===== src/rtl/seq_alu_flags_pkg.sv =====
// -----------------------------------------------------------------------------
// seq_alu_flags_pkg
//   Shared types for the sequential ALU: operation codes, FSM states, the
//   C/V/Z/N flag bundle and the default shift-amount width derivation.
// -----------------------------------------------------------------------------
package seq_alu_flags_pkg;

    typedef enum logic [2:0] {
        OP_ADD = 3'b000,
        OP_SUB = 3'b001,
        OP_ADC = 3'b010,
        OP_SBC = 3'b011,
        OP_SHR = 3'b100,
        OP_SHL = 3'b101,
        OP_CMP = 3'b110,
        OP_ASR = 3'b111
    } alu_op_t;

    typedef enum logic {
        ST_IDLE  = 1'b0,
        ST_SHIFT = 1'b1
    } state_t;

    typedef struct packed {
        logic c;
        logic v;
        logic z;
        logic n;
    } flags_t;

    // Narrowest shift-amount field that can still express a full-width shift
    // (and therefore also any larger request that must saturate to WIDTH).
    function automatic int shamt_w_default(input int width);
        return $clog2(width) + 1;
    endfunction

endpackage


===== src/rtl/seq_alu_addsub.sv =====
// -----------------------------------------------------------------------------
// seq_alu_addsub
//   Combinational adder computing x + (y ^ {WIDTH{sub}}) + cin.
//   Ports:
//     x, y      operands
//     sub       invert y (two's-complement subtract together with cin=1)
//     cin       carry into the LSB
//     sum       WIDTH-bit result
//     carry     carry out of the MSB (for subtraction, 1 = no borrow)
//     overflow  carry into MSB XOR carry out of MSB
// -----------------------------------------------------------------------------
module seq_alu_addsub #(
    parameter int WIDTH = 8
) (
    input  logic [WIDTH-1:0] x,
    input  logic [WIDTH-1:0] y,
    input  logic             sub,
    input  logic             cin,
    output logic [WIDTH-1:0] sum,
    output logic             carry,
    output logic             overflow
);

    logic [WIDTH-1:0] y_eff;
    logic [WIDTH:0]   full;
    // Sum of everything below the MSB; its top bit is the carry into the MSB.
    logic [WIDTH-1:0] low;

    assign y_eff = y ^ {WIDTH{sub}};
    assign full  = {1'b0, x} + {1'b0, y_eff} + {{WIDTH{1'b0}}, cin};
    assign low   = {1'b0, x[WIDTH-2:0]} + {1'b0, y_eff[WIDTH-2:0]}
                 + {{(WIDTH-1){1'b0}}, cin};

    assign sum      = full[WIDTH-1:0];
    assign carry    = full[WIDTH];
    assign overflow = low[WIDTH-1] ^ full[WIDTH];

endmodule


===== src/rtl/seq_alu_flags.sv =====
// -----------------------------------------------------------------------------
// seq_alu_flags
//   Multi-cycle ALU with an integrated C/V/Z/N flag register. Add/sub family
//   ops (ADD, SUB, ADC, SBC, CMP) complete in one cycle; shifts (SHR, SHL,
//   ASR) run one bit per cycle under a start/busy/done handshake.
//   Ports:
//     clk, rst        clock, synchronous active-high reset
//     start, op       request and operation code (accepted when busy=0)
//     a, b            operands; b[SHAMT_W-1:0] is the shift amount
//     flag_we         latch flags at completion when set
//     busy            multi-bit shift in progress
//     done            one-cycle completion pulse
//     result          registered result (CMP leaves it untouched)
//     carry_flag, overflow_flag, zero_flag, negative_flag   stored flags
// -----------------------------------------------------------------------------
module seq_alu_flags
    import seq_alu_flags_pkg::*;
#(
    parameter int WIDTH   = 8,
    parameter int SHAMT_W = shamt_w_default(WIDTH)
) (
    input  logic             clk,
    input  logic             rst,
    input  logic             start,
    input  logic [2:0]       op,
    input  logic [WIDTH-1:0] a,
    input  logic [WIDTH-1:0] b,
    input  logic             flag_we,
    output logic             busy,
    output logic             done,
    output logic [WIDTH-1:0] result,
    output logic             carry_flag,
    output logic             overflow_flag,
    output logic             zero_flag,
    output logic             negative_flag
);

    // Requests longer than the datapath shift everything out; clamp so the
    // counter never runs past WIDTH cycles.
    function automatic logic [SHAMT_W-1:0] sat_shamt(input logic [SHAMT_W-1:0] raw);
        logic [SHAMT_W-1:0] k;
        if (raw > SHAMT_W'(WIDTH)) k = SHAMT_W'(WIDTH);
        else                       k = raw;
        return k;
    endfunction

    // One-bit shift step. Returns {bit shifted out, shifted value}.
    function automatic logic [WIDTH:0] shift_one(input logic [WIDTH-1:0] v,
                                                 input alu_op_t          o);
        logic [WIDTH:0] r;
        case (o)
            OP_SHL:  r = {v, 1'b0};
            OP_ASR:  r = {v[0], v[WIDTH-1], v[WIDTH-1:1]};
            default: r = {v[0], 1'b0, v[WIDTH-1:1]};
        endcase
        return r;
    endfunction

    function automatic flags_t make_flags(input logic [WIDTH-1:0] val,
                                          input logic             c,
                                          input logic             v);
        flags_t f;
        f.c = c;
        f.v = v;
        f.z = (val == '0);
        f.n = val[WIDTH-1];
        return f;
    endfunction

    alu_op_t          op_in;
    logic             is_sub;
    logic             is_shift;
    logic             cin_in;
    logic [SHAMT_W-1:0] shamt;

    logic [WIDTH-1:0] as_sum;
    logic             as_carry;
    logic             as_ovf;

    logic [WIDTH-1:0] single_val;
    flags_t           single_flags;

    state_t             state;
    logic [SHAMT_W-1:0] count;
    logic               flag_we_q;
    flags_t             flags_q;
    logic [WIDTH-1:0]   work;
    alu_op_t            op_q;
    logic [WIDTH-1:0]   shift_next;
    logic               shift_cout;

    assign op_in = alu_op_t'(op);
    assign shamt = sat_shamt(b[SHAMT_W-1:0]);

    always_comb begin
        is_sub   = (op_in == OP_SUB) || (op_in == OP_SBC) || (op_in == OP_CMP);
        is_shift = (op_in == OP_SHR) || (op_in == OP_SHL) || (op_in == OP_ASR);
        // ADC/SBC chain the stored carry; the others use the plain +0 / +1.
        cin_in   = ((op_in == OP_ADC) || (op_in == OP_SBC)) ? flags_q.c : is_sub;
    end

    seq_alu_addsub #(
        .WIDTH (WIDTH)
    ) u_addsub (
        .x        (a),
        .y        (b),
        .sub      (is_sub),
        .cin      (cin_in),
        .sum      (as_sum),
        .carry    (as_carry),
        .overflow (as_ovf)
    );

    // Value and flags for anything finishing in the accept cycle. A zero
    // shift passes a through with C=V=0.
    always_comb begin
        if (is_shift) begin
            single_val   = a;
            single_flags = make_flags(a, 1'b0, 1'b0);
        end else begin
            single_val   = as_sum;
            single_flags = make_flags(as_sum, as_carry, as_ovf);
        end
    end

    assign {shift_cout, shift_next} = shift_one(work, op_q);

    // Control, result and flag state
    always_ff @(posedge clk) begin
        if (rst) begin
            state     <= ST_IDLE;
            busy      <= 1'b0;
            done      <= 1'b0;
            result    <= '0;
            flags_q   <= '0;
            count     <= '0;
            flag_we_q <= 1'b0;
        end else begin
            done <= 1'b0;
            case (state)
                ST_IDLE: begin
                    if (start) begin
                        if (is_shift && (shamt != '0)) begin
                            count     <= shamt;
                            flag_we_q <= flag_we;
                            busy      <= 1'b1;
                            state     <= ST_SHIFT;
                        end else begin
                            done <= 1'b1;
                            if (op_in != OP_CMP) result  <= single_val;
                            if (flag_we)         flags_q <= single_flags;
                        end
                    end
                end
                ST_SHIFT: begin
                    count <= count - 1'b1;
                    if (count == SHAMT_W'(1)) begin
                        result <= shift_next;
                        busy   <= 1'b0;
                        done   <= 1'b1;
                        state  <= ST_IDLE;
                        if (flag_we_q) flags_q <= make_flags(shift_next, shift_cout, 1'b0);
                    end
                end
                default: state <= ST_IDLE;
            endcase
        end
    end

    // Shift working register; pure data, loaded on acceptance
    always_ff @(posedge clk) begin
        if (state == ST_IDLE) begin
            if (start && is_shift) begin
                work <= a;
                op_q <= op_in;
            end
        end else begin
            work <= shift_next;
        end
    end

    assign carry_flag    = flags_q.c;
    assign overflow_flag = flags_q.v;
    assign zero_flag     = flags_q.z;
    assign negative_flag = flags_q.n;

endmodule


===== config.mk =====
export PLATFORM = sky130hd
export DESIGN_NAME = seq_alu_flags
export DESIGN_NICKNAME = d
export VERILOG_FILES = /design/src/rtl/seq_alu_flags_pkg.sv /design/src/rtl/seq_alu_addsub.sv /design/src/rtl/seq_alu_flags.sv
export SDC_FILE = /design/constraint.sdc
export NUM_CORES = 1
export LEC_CHECK = 0
export ABC_AREA = 1
export BUFFER_PORTS_ARGS = -buffer_cell sky130_fd_sc_hd__buf_2
export CAP_MARGIN = 20
export CORE_MARGIN = 4
export CORE_UTILIZATION = 50
export DETAILED_ROUTE_END_ITERATION = 7
export PLACE_DENSITY = 0.72
export SYNTH_ARGS = -nofsm -noshare
export SYNTH_HDL_FRONTEND = slang
export SYNTH_SLANG_ARGS = --single-unit

===== constraint.sdc =====
create_clock -name clk -period 2.88 [get_ports clk]
set_input_delay 0.288 -clock clk [delete_from_list [all_inputs] [get_ports clk]]
set_output_delay 0.288 -clock clk [all_outputs]
set_load 0.01 [all_outputs]

==> run metrics <==
antenna viol nets, final=0; area of the multi-input gates=1290 sq um; Hold Vio Cnt, Final=0; Buffers on Ports=36; antenna violations before repair=0; CP Class=in2reg; crit path max-delay cell type=fa_1; Post-Route WL=~5.5 mm; Async SR Flop Fraction=0%; routed len/inst=approximately 14 microns; Critical Path RT=roughly 3.0 ns; global-route wire length before repair=9.04 mm; Clk Latency, worst-skew pair=~0.28 ns; drt via density=5.35; final worst-path cycle share=88.4%; Post-CTS Resized=0; Avg Cell Area, Syn=approximately 7.2 sq um; Post-Route Setup TNS=0 ns; top-count cell post-synth=nand2_1; number of global-route vias before repair=1,923; Inserted Clock Buffers=5; CTS max path bufs=2; switching share of total power=34.9%; Mapped Area=between 2000 and 2500 sq um; layout cell share with drive strength beyond 1=between 20% and 30%; leak pwr=approximately 0.0012 uW; CP peak stage delay=0.40 ns; list of most frequent post-synthesis cells=nand2_1, inv_1, o21ai_0; FILL cells=420; Max-Cap Viols=0; cell accounting for the most synthesized area=dfxtp_1; Clock Root Buffer=clkbuf_8; fin crit period=2.55 ns; DRC viols=0; element type at the critical path start=input pin; pwr/cell area=~510 nW/um^2; sequential area share after synthesis=32.4%; die width=75.1 microns; clock sink count=31; kind of cell adding the most delay to the critical path=compound AO/OA/AOI/OAI gates; Hold-fix buffers, CTS=0; initial drt markers=220; final hold slack=0.248 ns; most used cell, CP=nand2_1; Cells after Synth=312; Starting Density=roughly half; combinational share of power=34.2%; setup violators final=0; Internal=approximately 860 uW; Final Total Pwr=1320 uW; Slew Limit Headroom=52.3%; register share of total power=39.2%; largest net degree at the start of global routing=22; Main synth FF type=dfxtp_1; HPWL after DPL=4.37 mm; TritonCTS clock tree=yes; Syn. warnings=0; via count=approximately 2,200; FMAX=0.393 GHz; RSZ-0062 raised after global routing=no; synth unique cells=39; clock transition at the registers of the reported paths=0.06 ns; run status=completed; GRT Util Overall=about a fifth; Pre-antenna DRT Iters=5; fin. max-slew vios=0; Boundary Pins=37; Die Y=approximately 75 microns; H-tree Lvls=2; worst slew pin tran=0.714 ns; # nets final=between 300 and 400; Peak supply drop=0.000210 V; FF+latch area=731 sq um; Worst Hold Class=in2reg; maximum fanout along the worst path=10; Inserted Diodes=0; CORE AREA=4350 sq um; synth-to-layout area growth=14.2%; number of synthesized flops with an enable pin=11; Synthesized Nets=347; Post-CTS Setup Inserts=0; Final GP Congestion=0.885; P_sw=460 uW; clk_skew=0.00762 ns; Crit path buffers/inverters=3; Die Footprint=5640 sq um; post-synthesis register bit count=31; clock share of power=26.6%; Arr. time, crit path=2.69 ns; ranking of synthesized cells by area=dfxtp_1, edfxtp_1, nand2_1; Crit. End Element=register; share of the synthesized area in the top cell type=17.8%; row count=24; grt total ovfl=0; CP cell instances=buf_2 -> inv_2 -> nand2_2 -> nand2_4 -> o21ai_2 -> a21oi_1 -> a31oi_1 -> fa_1 -> inv_1 -> fa_1 -> nand2_1 -> nand2_1 -> nand3_1 -> nand2_1 -> nand2_1 -> nand2_1 -> o21ai_0 -> a31oi_1
==> routing by layer <==
metal | global-route usage (%) | vias up | routed length, microns
met5 | 0 | - | 0
met4 | 4.66 | 0 | 25
li1 | - | 1108 | -
met2 | 32.9 | 72 | 2550
met1 | 30.6 | 981 | 2570
met3 | 2.80 | 2 | 349
==> through the flow <==
step | area (sq um) | utilization [%] | setup WS [ns] | std cells
finish | 2570 | 59.1 | 0.333 | 404
CTS | 2570 | 59.1 | 0.359 | 404
global placement | 2480 | 57.0 | 0.114 | 396
global route | 2570 | 59.1 | 0.0919 | 404
detailed placement | 2480 | 57.0 | 0.0718 | 396
floorplan | 2250 | - | 0.491 | 312
==> final timing paths <==
kind	from	end	slack [ns]	depth (start not counted)
hold / removal	op[0]	op_q[0]$_DFFE_PP_	0.25	1
hold reg to reg	count[1]$_SDFFE_PP0P_	count[1]$_SDFFE_PP0P_	0.47	2
setup reg to reg	carry_flag$_SDFFE_PP0P_	result[6]$_SDFFE_PP0P_	0.61	12
setup / recovery	op[0]	result[6]$_SDFFE_PP0P_	0.33	18
==> sequential cells by signal, summed over array words and instances (netlist names), 3 cells and up <==
signal	cells
result	8
work	8
count	4
op_q	3
==> power by group through the flow <==
stage               combinational (uW)  sequential [uW]  clock, uW
CTS                                450              518        351
global placement                   440              526          0
finish                             451              518        351
floorplan                          316              535          0
global route                       515              522        368
detailed placement                 447              527          0
==> kinds of logic after synthesis <==
| logic type | count (synthesis) | synth area share [%] |
|---|---|---|
| AOI/OAI and AO/OA | 78 | 19.9 |
| and+or+nand+nor | 122 | 25.7 |
| xor gates and xnor gates | 11 | 4.28 |
| DFF | 31 | 32.4 |
| buffers and inverters | 58 | 10.4 |
| adders and majority gates | 12 | 7.33 |
==> placed cells by master, fill, tap and decap left out <==
cell type and n:
ha_1 10, o21ai_1 3, inv_2 3, o21ai_2 3
nor2_4 2, a21oi_2 2, nor3_1 1, buf_2 36
edfxtp_1 11, buf_4 4, or2_1 2, o2111ai_1 2
dfxtp_1 20, o21ai_0 26, a211oi_1 1, fa_1 2
nand3_1 18, nand3_2 2, o22ai_1 3, or2_2 9
nand4_1 1, nor3_4 1, xor2_1 5, xnor2_1 6
clkbuf_8 6, nor4_1 2, o21bai_1 3, a31oi_1 6
inv_4 1, o211ai_1 3, clkbuf_1 1, inv_1 46
a21oi_1 25, o21a_1 1, nand2_4 2, nand2_1 56
nand2_2 1, clkinv_1 1, nand3b_1 1, nor2_1 24
==> worst reg2reg max path: stages (launching register included) <==
cell and delay, ns:
dfxtp_1 0.33, a31oi_1 0.27, fa_1 0.23, inv_1 0.07
fa_1 0.40, nand2_1 0.08, nand2_1 0.08, nand3_1 0.10
nand2_1 0.06, nand2_1 0.06, nand2_1 0.08, o21ai_0 0.27
a31oi_1 0.11
==> final cells by class <==
| class | instances | share of cell area (%) |
|---|---|---|
| clock buffers | 7 | 3.35 |
| repair buffers | 40 | 8.17 |
| clock inverters | 1 | 0.146 |
| inverters | 50 | 7.39 |
| flip-flops and latches | 31 | 28.4 |
| well taps | 52 | 2.53 |
| multi-input cells | 223 | 50.0 |
Power figures use the tool's default switching activity.
